===== src/rtl/serial_result_writer_if.sv =====
// Bundles the start/config, core-handshake and output-RAM write signals of serial_result_writer.
// The master modport is the environment side; the slave modport is the writer itself.
interface serial_result_writer_if #(
    parameter int unsigned ADDR_W = 6
);
    logic              start_i;
    logic [7:0]        feat_base_i;
    logic [ADDR_W-1:0] out_base_i;
    logic              core_done_i;
    logic [7:0]        core_data_i;
    logic              core_clr_o;
    logic              core_en_o;
    logic [7:0]        core_feat_o;
    logic              wr_en_o;
    logic [ADDR_W-1:0] wr_addr_o;
    logic [7:0]        wr_data_o;
    logic              busy_o;
    logic              done_o;
    logic              err_o;

    modport master (
        output start_i, feat_base_i, out_base_i, core_done_i, core_data_i,
        input  core_clr_o, core_en_o, core_feat_o, wr_en_o, wr_addr_o, wr_data_o,
        input  busy_o, done_o, err_o
    );

    modport slave (
        input  start_i, feat_base_i, out_base_i, core_done_i, core_data_i,
        output core_clr_o, core_en_o, core_feat_o, wr_en_o, wr_addr_o, wr_data_o,
        output busy_o, done_o, err_o
    );
endinterface


===== src/rtl/serial_result_writer.sv =====
// Sequences the serial MAC core over NUM_OUT output positions: clear, launch at a strided
// feature address, wait for done, then write the (optionally ReLU'd) result to the output RAM.
module serial_result_writer #(
    parameter int unsigned NUM_OUT     = 4,
    parameter int unsigned FEAT_STRIDE = 1,
    parameter int unsigned ADDR_W      = 6,
    parameter bit          RELU_EN     = 1'b1,
    parameter int unsigned TIMEOUT     = 255
) (
    input logic                   clk,
    input logic                   rst,
    serial_result_writer_if.slave bus
);
    localparam int unsigned       IDX_W    = 8;
    localparam int unsigned       TMR_W    = 8;
    localparam logic [IDX_W-1:0]  LAST_IDX = IDX_W'(NUM_OUT - 1);
    localparam logic [TMR_W-1:0]  TMR_MAX  = TMR_W'(TIMEOUT);
    localparam logic [7:0]        STRIDE   = 8'(FEAT_STRIDE);

    typedef enum logic [2:0] {
        S_IDLE,
        S_CLEAR,
        S_LAUNCH,
        S_WAIT,
        S_WRITE,
        S_DONE,
        S_ERR
    } state_t;

    state_t            state;
    state_t            state_nxt;
    logic [IDX_W-1:0]  idx;
    logic [TMR_W-1:0]  timer;
    logic [7:0]        feat_addr;
    logic [ADDR_W-1:0] out_addr;
    logic              accept;

    assign accept          = (state == S_IDLE) && bus.start_i;
    assign bus.core_feat_o = feat_addr;

    // State register
    always_ff @(posedge clk or posedge rst) begin
        if (rst) begin
            state <= S_IDLE;
        end else begin
            state <= state_nxt;
        end
    end

    // Next-state logic; core_done_i only matters in WAIT so a stale flag in LAUNCH is ignored
    always_comb begin
        state_nxt = state;
        case (state)
            S_IDLE:   if (bus.start_i) state_nxt = S_CLEAR;
            S_CLEAR:  state_nxt = S_LAUNCH;
            S_LAUNCH: state_nxt = S_WAIT;
            S_WAIT: begin
                if (bus.core_done_i) begin
                    state_nxt = S_WRITE;
                end else if (timer == TMR_MAX) begin
                    state_nxt = S_ERR;
                end
            end
            S_WRITE:  state_nxt = (idx == LAST_IDX) ? S_DONE : S_CLEAR;
            S_DONE:   state_nxt = S_IDLE;
            S_ERR:    state_nxt = S_IDLE;
            default:  state_nxt = S_IDLE;
        endcase
    end

    // Position index, running feature/output addresses and WAIT timer
    always_ff @(posedge clk or posedge rst) begin
        if (rst) begin
            idx       <= '0;
            timer     <= '0;
            feat_addr <= '0;
            out_addr  <= '0;
        end else begin
            if (accept) begin
                idx       <= '0;
                feat_addr <= bus.feat_base_i;
                out_addr  <= bus.out_base_i;
            end else if (state == S_WRITE) begin
                idx      <= idx + IDX_W'(1);
                out_addr <= out_addr + ADDR_W'(1);
                if (state_nxt == S_CLEAR) begin
                    feat_addr <= feat_addr + STRIDE;
                end
            end
            timer <= (state == S_WAIT) ? timer + TMR_W'(1) : '0;
        end
    end

    // Outputs are registered from the next state so they line up with the state they describe
    always_ff @(posedge clk or posedge rst) begin
        if (rst) begin
            bus.core_clr_o <= 1'b0;
            bus.core_en_o  <= 1'b0;
            bus.wr_en_o    <= 1'b0;
            bus.wr_addr_o  <= '0;
            bus.wr_data_o  <= '0;
            bus.busy_o     <= 1'b0;
            bus.done_o     <= 1'b0;
            bus.err_o      <= 1'b0;
        end else begin
            bus.core_clr_o <= (state_nxt == S_CLEAR);
            bus.core_en_o  <= (state_nxt == S_LAUNCH) || (state_nxt == S_WAIT);
            bus.wr_en_o    <= (state_nxt == S_WRITE);
            bus.wr_addr_o  <= (state_nxt == S_WRITE) ? out_addr : '0;
            // WRITE is only entered from WAIT on core_done_i, so this captures the core result
            if (state_nxt == S_WRITE) begin
                bus.wr_data_o <= (RELU_EN && bus.core_data_i[7]) ? 8'h00 : bus.core_data_i;
            end else begin
                bus.wr_data_o <= 8'h00;
            end
            bus.busy_o     <= (state_nxt != S_IDLE);
            bus.done_o     <= (state_nxt == S_DONE);
            if (state_nxt == S_ERR) begin
                bus.err_o <= 1'b1;
            end else if (accept) begin
                bus.err_o <= 1'b0;
            end
        end
    end
endmodule

===== src/flat_wrapper.sv =====
// flat-port wrapper written by rule: the top's interface ports become plain ports
module serial_result_writer_flat 
#(
    parameter int unsigned NUM_OUT     = 4,
    parameter int unsigned FEAT_STRIDE = 1,
    parameter int unsigned ADDR_W      = 6,
    parameter bit          RELU_EN     = 1'b1,
    parameter int unsigned TIMEOUT     = 255
)
  (clk, rst, bus_start_i, bus_feat_base_i, bus_out_base_i, bus_core_done_i, bus_core_data_i, bus_core_clr_o, bus_core_en_o, bus_core_feat_o, bus_wr_en_o, bus_wr_addr_o, bus_wr_data_o, bus_busy_o, bus_done_o, bus_err_o);
  serial_result_writer_if #(.ADDR_W(ADDR_W)) bus_i ();
  input logic clk;
  input logic rst;
  input wire logic [$bits(bus_i.start_i)-1:0] bus_start_i;
  input wire logic [$bits(bus_i.feat_base_i)-1:0] bus_feat_base_i;
  input wire logic [$bits(bus_i.out_base_i)-1:0] bus_out_base_i;
  input wire logic [$bits(bus_i.core_done_i)-1:0] bus_core_done_i;
  input wire logic [$bits(bus_i.core_data_i)-1:0] bus_core_data_i;
  output wire logic [$bits(bus_i.core_clr_o)-1:0] bus_core_clr_o;
  output wire logic [$bits(bus_i.core_en_o)-1:0] bus_core_en_o;
  output wire logic [$bits(bus_i.core_feat_o)-1:0] bus_core_feat_o;
  output wire logic [$bits(bus_i.wr_en_o)-1:0] bus_wr_en_o;
  output wire logic [$bits(bus_i.wr_addr_o)-1:0] bus_wr_addr_o;
  output wire logic [$bits(bus_i.wr_data_o)-1:0] bus_wr_data_o;
  output wire logic [$bits(bus_i.busy_o)-1:0] bus_busy_o;
  output wire logic [$bits(bus_i.done_o)-1:0] bus_done_o;
  output wire logic [$bits(bus_i.err_o)-1:0] bus_err_o;
  assign bus_i.start_i = bus_start_i;
  assign bus_i.feat_base_i = bus_feat_base_i;
  assign bus_i.out_base_i = bus_out_base_i;
  assign bus_i.core_done_i = bus_core_done_i;
  assign bus_i.core_data_i = bus_core_data_i;
  assign bus_core_clr_o = bus_i.core_clr_o;
  assign bus_core_en_o = bus_i.core_en_o;
  assign bus_core_feat_o = bus_i.core_feat_o;
  assign bus_wr_en_o = bus_i.wr_en_o;
  assign bus_wr_addr_o = bus_i.wr_addr_o;
  assign bus_wr_data_o = bus_i.wr_data_o;
  assign bus_busy_o = bus_i.busy_o;
  assign bus_done_o = bus_i.done_o;
  assign bus_err_o = bus_i.err_o;
  serial_result_writer #(.NUM_OUT(NUM_OUT), .FEAT_STRIDE(FEAT_STRIDE), .ADDR_W(ADDR_W), .RELU_EN(RELU_EN), .TIMEOUT(TIMEOUT)) u_core (.clk(clk), .rst(rst), .bus(bus_i));
endmodule

===== config.mk =====
export PLATFORM = sky130hd
export DESIGN_NAME = serial_result_writer_flat
export DESIGN_NICKNAME = d
export VERILOG_FILES = /design/src/rtl/serial_result_writer_if.sv /design/src/rtl/serial_result_writer.sv /design/src/flat_wrapper.sv
export SDC_FILE = /design/constraint.sdc
export NUM_CORES = 1
export LEC_CHECK = 0
export ABC_AREA = 1
export BUFFER_PORTS_ARGS = -buffer_cell sky130_fd_sc_hd__buf_2
export CAP_MARGIN = 20
export CORE_ASPECT_RATIO = 2
export CORE_MARGIN = 5
export CORE_UTILIZATION = 25
export DETAILED_ROUTE_END_ITERATION = 10
export PLACE_DENSITY = 0.44
export SLEW_MARGIN = 20
export SYNTH_ARGS = -nofsm -noshare
export SYNTH_HDL_FRONTEND = slang
export SYNTH_SLANG_ARGS = --single-unit

===== constraint.sdc =====
create_clock -name clk -period 3.8 [get_ports clk]
set_input_delay 0.19 -clock clk [delete_from_list [all_inputs] [get_ports clk]]
set_output_delay 0.19 -clock clk [all_outputs]
set_load 0.01 [all_outputs]

==> impl_metrics.json, run 1 <==
{
  "final_util_pct": 30.31,
  "drt-vias-per-instance": 4.286,
  "cp_cell_sequence": "nor2_4, nand2_2, nor2_4, inv_4, nor2_1, nor2_1, nand2_1, o21ai_0",
  "drtPass1Iterations": 6,
  "endpoint_kind": "register",
  "fin_skew_ns": 0.004371,
  "grt_overflow_total": 0,
  "tns_ns": 0,
  "grt_pass1_vias": 2251,
  "post_cts_buffers": 0,
  "synth_area_um2": 2649,
  "place_area_um2": 3027,
  "crit_type": "reg2reg",
  "synth_most_common_cell": "nand2_1",
  "synth_edf_count": 0,
  "tightest_slew_ns": 0.6887,
  "fillCellCount": 1169,
  "final_area_um2": 3176,
  "antenna_found_initial": 0,
  "synth_area_leaders": "dfrtp_1, nand2_1, inv_1, nor2_4, nand3_1",
  "cts_tree": "done",
  "crit_required_ns": 3.97,
  "synthCells": 307,
  "rrSetupSlack_ns": 2.07,
  "timing.rr.end": "u_core.out_addr[5]$_DFFE_PP0P_",
  "clock_latency_ns": 0.29,
  "outcome": "finished, final reports clean",
  "holdWs_ns": 0.08616,
  "cts_max_level": 2,
  "drcViolationCount": 0,
  "die_height_um": 155.6,
  "ys_warn_count": 0,
  "rows": 53,
  "clockBufferDepth": 2,
  "avgSynthCellArea_um2": 8.628,
  "power_leakage_nw": 1.665,
  "grt_max_degree": 53,
  "async_flop_share_pct": 100.0,
  "ff2ff_path_depth": 8,
  "p_per_area_nw_per_um2": 621.8,
  "synth_flop_cell": "dfrtp_1",
  "synth.net_count": 337,
  "finalHoldViolCount": 0,
  "slew_headroom_pct": 54.09,
  "cap_violations": 0,
  "rsz0062_at_grt": "false",
  "grt_pass1_wl_um": 10700,
  "setup_viol": 0,
  "drtIter0Drc": 28,
  "fmax_mhz": 578.4,
  "synth_top_area_share_pct": 49.13,
  "ys_seq_area_share_pct": 49.13,
  "design.die.area_um2": 12880,
  "cpPeakStageDelay_ns": 0.43,
  "crit_fanout": 19,
  "diodes": 0,
  "ios": 54,
  "grtUsageTotal_pct": 10.88,
  "rr_startpoint": "u_core.state[1]$_DFF_PP0_",
  "hold_class": "in2async",
  "synthToLayoutAreaGrowth_pct": 19.89,
  "drv_slew": 0,
  "vias": 2143,
  "numCtsBuffers": 5,
  "path_clk_slew_ns": 0.07,
  "cts_resized": 0,
  "drive_gt1_share_pct": 25.34,
  "min_period_ns": 1.729,
  "cts_hold_buffers": 0,
  "synth_commonest_cells": "nand2_1, dfrtp_1, inv_1, nor2_1, nand3_1",
  "die_w_um": 82.79,
  "post_drt_wl_per_cell_um": 12.98,
  "coreArea_um2": 10480,
  "final_nets": 392,
  "layout_worst_path_cycle_share_pct": 45.50,
  "drt_wl_total_um": 6490,
  "clockRootBuffer": "clkbuf_16",
  "routabilityCongestion": 0.7728,
  "critPathLaunch": "u_core.state[1]$_DFF_PP0_",
  "crit_end": "u_core.out_addr[5]$_DFFE_PP0P_",
  "initial_core_util_pct": 25.28,
  "ys_ff_latch": 52,
  "dp_hpwl_um": 4837,
  "yosysTopAreaCell": "dfrtp_1",
  "ir_drop_v": 0.0002759,
  "cts_sinks": 52,
  "cp-start-kind": "register",
  "postRouteAntennaNets": 0,
  "cp_slowest_cell": "dfrtp_1",
  "cp.arrival_ns": 1.90,
  "port_buffers": 52,
  "ys_types": 34
}
==> worst max-delay path: cells and delay by family (launching register included) <==
kind	cells	cell delay [ns]
AOI/OAI and AO/OA	1	0.07
buffers and inverters	1	0.17
DFF	1	0.43
and+or+nand+nor	6	0.91
==> cells in the final DEF (no fill, tap or decap), types with 3 or more instances in the layout <==
cell type   n
inv_2       3
inv_1      38
nor2_1     28
ha_1        4
dfrtp_1    52
nand2_1    83
buf_2      52
o21ai_0    16
nand4_1     4
nand3_1    21
nor3_1      6
nand2_2     6
a21oi_1     6
clkbuf_16   5
nor2_4     13
==> power by group <==
part	leakage, nW	switching, mW	total, mW	internal (mW)
clock	0.0766	0.203	0.463	0.260
sequential	0.687	0.142	0.824	0.682
combinational	0.901	0.441	0.688	0.247
==> metrics by stage <==
stage | power (mW) | cells | setup slack (ns)
after floorplan | 1.334 | 307 | 2.352
after global placement | 1.534 | 492 | 2.028
after detailed placement | 1.537 | 492 | 2.035
after CTS | 2.016 | 500 | 2.042
after global routing | 2.130 | 500 | 1.907
final | 1.975 | 500 | 2.071
==> per-layer routing <==
layer  share of wire, %  up-vias  track usage (%)  wire, um
li1                   -     1077                -         -
met1                 39     1016            12.08      2510
met2                 55       41            19.41      3561
met3                4.2        9            2.081       274
met4                2.2        0            4.832       144
met5                  0        -                0         0
==> worst min-delay path by stage <==
stage | from | end
3_5_place_dp | rst | u_core.state[0]$_DFF_PP0_
3_3_place_gp | rst | u_core.timer[0]$_DFF_PP0_
4_1_cts | rst | u_core.timer[3]$_DFF_PP0_
6_report | rst | u_core.out_addr[4]$_DFFE_PP0P_
2_1_floorplan | bus_core_data_i[0] | u_core.bus.wr_data_o[0]$_DFF_PP0_
5_1_grt | bus_core_data_i[1] | u_core.bus.wr_data_o[1]$_DFF_PP0_
==> flip-flops by register name (all words and copies together) (netlist names) <==
name                    count
u_core.bus.core_feat_o      8
u_core.idx                  8
u_core.timer                8
u_core.bus.wr_data_o        7
u_core.bus.wr_addr_o        6
u_core.out_addr             6
u_core.state                3
u_core.bus.busy_o           1
u_core.bus.core_clr_o       1
u_core.bus.core_en_o        1
u_core.bus.done_o           1
u_core.bus.err_o            1
u_core.bus.wr_en_o          1
==> logic make-up (layout without fill, tap and decap cells) <==
logic type	after synthesis	in the layout	synth area share (%)
XOR/XNOR	2	2	0.6614
flip-flops	52	52	49.13
buffers and inverters	47	103	8.361
AND/OR/NAND/NOR	167	167	31.46
AO/OA/AOI/OAI	34	34	8.361
adder cells (fa/ha/maj)	4	4	1.890
other	1	1	0.1416
==> layout make-up <==
class | instances | area, um2 | area share, %
clock buffers | 6 | 138.9 | 4.374
clock inverters | 2 | 10.01 | 0.3152
inverters | 42 | 160.2 | 5.043
multi-input cells | 208 | 1126 | 35.46
flip-flops and latches | 52 | 1301 | 40.98
well taps | 137 | 171.4 | 5.398
repair buffers | 53 | 267.8 | 8.432
Note: power is estimated with default switching activity, not from simulation.
==> inputs of run 2 (changes only) <==
ABC_AREA = 0   (was 1)
clock period = 1.7 ns   (was 3.8 ns; I/O delays follow)
==> run 2 against run 1 <==
Net effect: the flow now finishes with violations (negative setup slack); critical path depth down 4; synthesized cell count shrank 21%; total power grew to 2.8 times the previous value; non-clock buffer count rose by 59; maximum frequency fell by 6.0%; cell count is 3.4% lower; clock skew increased by 0.0025 ns; critical path type unchanged; critical endpoint is now u_core.bus.core_feat_o[5]$_DFFE_PP0P_; largest cell class unchanged; largest power group is now combinational logic; highest routed layer unchanged.
==> impl_metrics.json, run 2 <==
{
  "outcome": "complete, but fails checks",
  "violations": "negative setup slack",
  "synth.net_count": 273,
  "rsz0062_at_grt": "true",
  "p_per_area_nw_per_um2": 1483,
  "drt_wl_total_um": 7575,
  "routabilityCongestion": 0.7669,
  "die_w_um": 80.00,
  "tns_ns": -0.8111,
  "cts_tree": "done",
  "path_clk_slew_ns": 0.07,
  "synthToLayoutAreaGrowth_pct": 52.30,
  "setup_viol": 16,
  "cpPeakStageDelay_ns": 0.58,
  "fin_ws_ns": -0.1401,
  "cts_max_level": 2,
  "ys_ff_latch": 52,
  "postRouteAntennaNets": 0,
  "ir_drop_v": 0.0005975,
  "ios": 54,
  "port_buffers": 52,
  "final_area_um2": 3731,
  "synth_edf_count": 0,
  "grt_pass1_wl_um": 11890,
  "crit_required_ns": 1.87,
  "place_ws_ns": -0.3663,
  "dp_hpwl_um": 5255,
  "drtIter0Drc": 89,
  "vias": 2243,
  "grt_max_degree": 53,
  "cts_sinks": 52,
  "drtPass1Iterations": 4,
  "drt-vias-per-instance": 4.644,
  "drive_gt1_share_pct": 44.73,
  "rows": 51,
  "layout_common_cells": "buf_2, dfrtp_1, buf_4",
  "drv_slew": 0,
  "synth_top_area_share_pct": 53.12,
  "place_area_um2": 3154,
  "ys_types": 49,
  "coreArea_um2": 9699,
  "clockRootBuffer": "clkbuf_16",
  "yosysTopAreaCell": "dfrtp_1",
  "cp-start-kind": "register",
  "cp_slowest_cell": "or4_4",
  "ys_seq_area_share_pct": 53.12,
  "fillCellCount": 1043,
  "antenna_found_initial": 0,
  "cp_cell_sequence": "or4_4, or4_4, a31oi_2, a21oi_1",
  "synth_flop_cell": "dfrtp_1",
  "fin_skew_ns": 0.006825,
  "synth_most_common_cell": "dfrtp_1",
  "layout_worst_path_cycle_share_pct": 108.2,
  "p_total_mw": 5.534,
  "synth_area_um2": 2450,
  "grtUsageTotal_pct": 12.87,
  "drcViolationCount": 0,
  "grt_overflow_total": 0,
  "fmax_mhz": 543.5,
  "grt_pass1_vias": 2384,
  "cpMostUsedCell": "or4_4",
  "post_drt_wl_per_cell_um": 15.68,
  "die_height_um": 150.0,
  "diodes": 0,
  "clockBufferDepth": 2,
  "synth_commonest_cells": "dfrtp_1, nand2_1, nor2_1, nand3_1",
  "endpoint_kind": "register",
  "finalHoldViolCount": 0,
  "cp.arrival_ns": 2.01,
  "synthCells": 243,
  "final_nets": 380,
  "avgSynthCellArea_um2": 10.08,
  "ys_warn_count": 0,
  "min_period_ns": 1.840,
  "synth_area_leaders": "dfrtp_1, nand2_1, nor2_1, nor4bb_1, nand3_1",
  "crit_type": "reg2reg",
  "design.die.area_um2": 12000,
  "numCtsBuffers": 5,
  "power_leakage_nw": 1.768,
  "initial_core_util_pct": 25.26,
  "crit_fanout": 6,
  "hold_class": "in2reg",
  "async_flop_share_pct": 100.0,
  "finalNonFillerCells": 483,
  "clock_latency_ns": 0.29,
  "cap_violations": 0,
  "placed_cells": 457
}
run 2: cell types whose count changed after synthesis, moves of 6 or more:
cell / change
a31oi_1: +7
nor2_4: -13
a21oi_1: +6
nand3_1: -8
clkbuf_1: +7
inv_1: -36
nor4bb_1: +7
nand2_2: -6
nand2_1: -56
run 2: per-stage QoR:
stage               hold WS (ns)  utilization [%]
detailed placement        0.1613            32.52
global route             0.03046            38.47
floorplan                 0.1549                -
finish                   0.03145            38.47
global placement          0.1584            32.52
CTS                      0.01989            36.07
run 2: cell type report:
class                   count  area, um2  share of cell area, %
clock inverters             2      15.01                 0.4024
repair buffers            112      845.8                  22.67
multi-input cells         176       1254                  33.60
clock buffers               6      138.9                  3.722
flip-flops and latches     52       1301                  34.88
inverters                   3      11.26                 0.3018
well taps                 132      165.2                  4.427
run 2: cell families after synthesis:
kind of cell / share of synthesized area (%)
adder cells (fa/ha/maj): 2.043
AO/OA/AOI/OAI: 12.21
other: 0.1531
AND/OR/NAND/NOR: 24.62
multiplexers: 2.043
buffers and inverters: 2.962
flip-flops: 53.12
XOR/XNOR: 2.860
run 2: where the power goes:
part	internal [mW]	switching [mW]
registers	1.55	0.290
clock network	0.587	0.474
logic	1.32	1.31
run 2: what timing repair did:
| item | CTS | global route |
|---|---|---|
| pin swaps | 7 | 12 |
| hold buffers | 1 | 0 |
| hold endpoints to repair | 52 | 0 |
| gates cloned | 2 | 2 |
| resized for setup | 23 | 32 |
| endpoints found under the setup margin | 30 | 32 |
| buffers inserted | 5 | 8 |
run 2: final timing paths:
check / cells past startpoint / slack [ns] / start / to
max reg2reg: 4 / -0.14 / u_core.idx[3]$_DFFE_PP0P_ / u_core.bus.core_feat_o[5]$_DFFE_PP0P_
min in group asynchronous: 4 / 0.37 / rst / u_core.bus.wr_data_o[6]$_DFF_PP0_
min reg2reg: 2 / 0.49 / u_core.bus.err_o$_DFFE_PP0P_ / u_core.bus.err_o$_DFFE_PP0P_
max: 4 / -0.14 / u_core.idx[3]$_DFFE_PP0P_ / u_core.bus.core_feat_o[5]$_DFFE_PP0P_
min: 2 / 0.03 / bus_core_data_i[0] / u_core.bus.wr_data_o[0]$_DFF_PP0_
max in group asynchronous: 4 / 1.06 / rst / u_core.bus.wr_addr_o[5]$_DFF_PP0_
run 2: worst max-delay path, delay by kind of cell, from the launching register on:
| family | cells | cell delay (ns) |
|---|---|---|
| compound gates | 2 | 0.27 |
| flops | 1 | 0.38 |
| simple gates | 2 | 1.08 |
run 2: metal layers:
| metal | vias up | track usage (%) | share of wire, % |
|---|---|---|---|
| li1 | 1092 | - | - |
| met1 | 1092 | 13.35 | 35 |
| met2 | 47 | 24.42 | 59 |
| met3 | 12 | 1.627 | 2.3 |
| met4 | 0 | 6.430 | 3.4 |
| met5 | - | 0 | 0 |
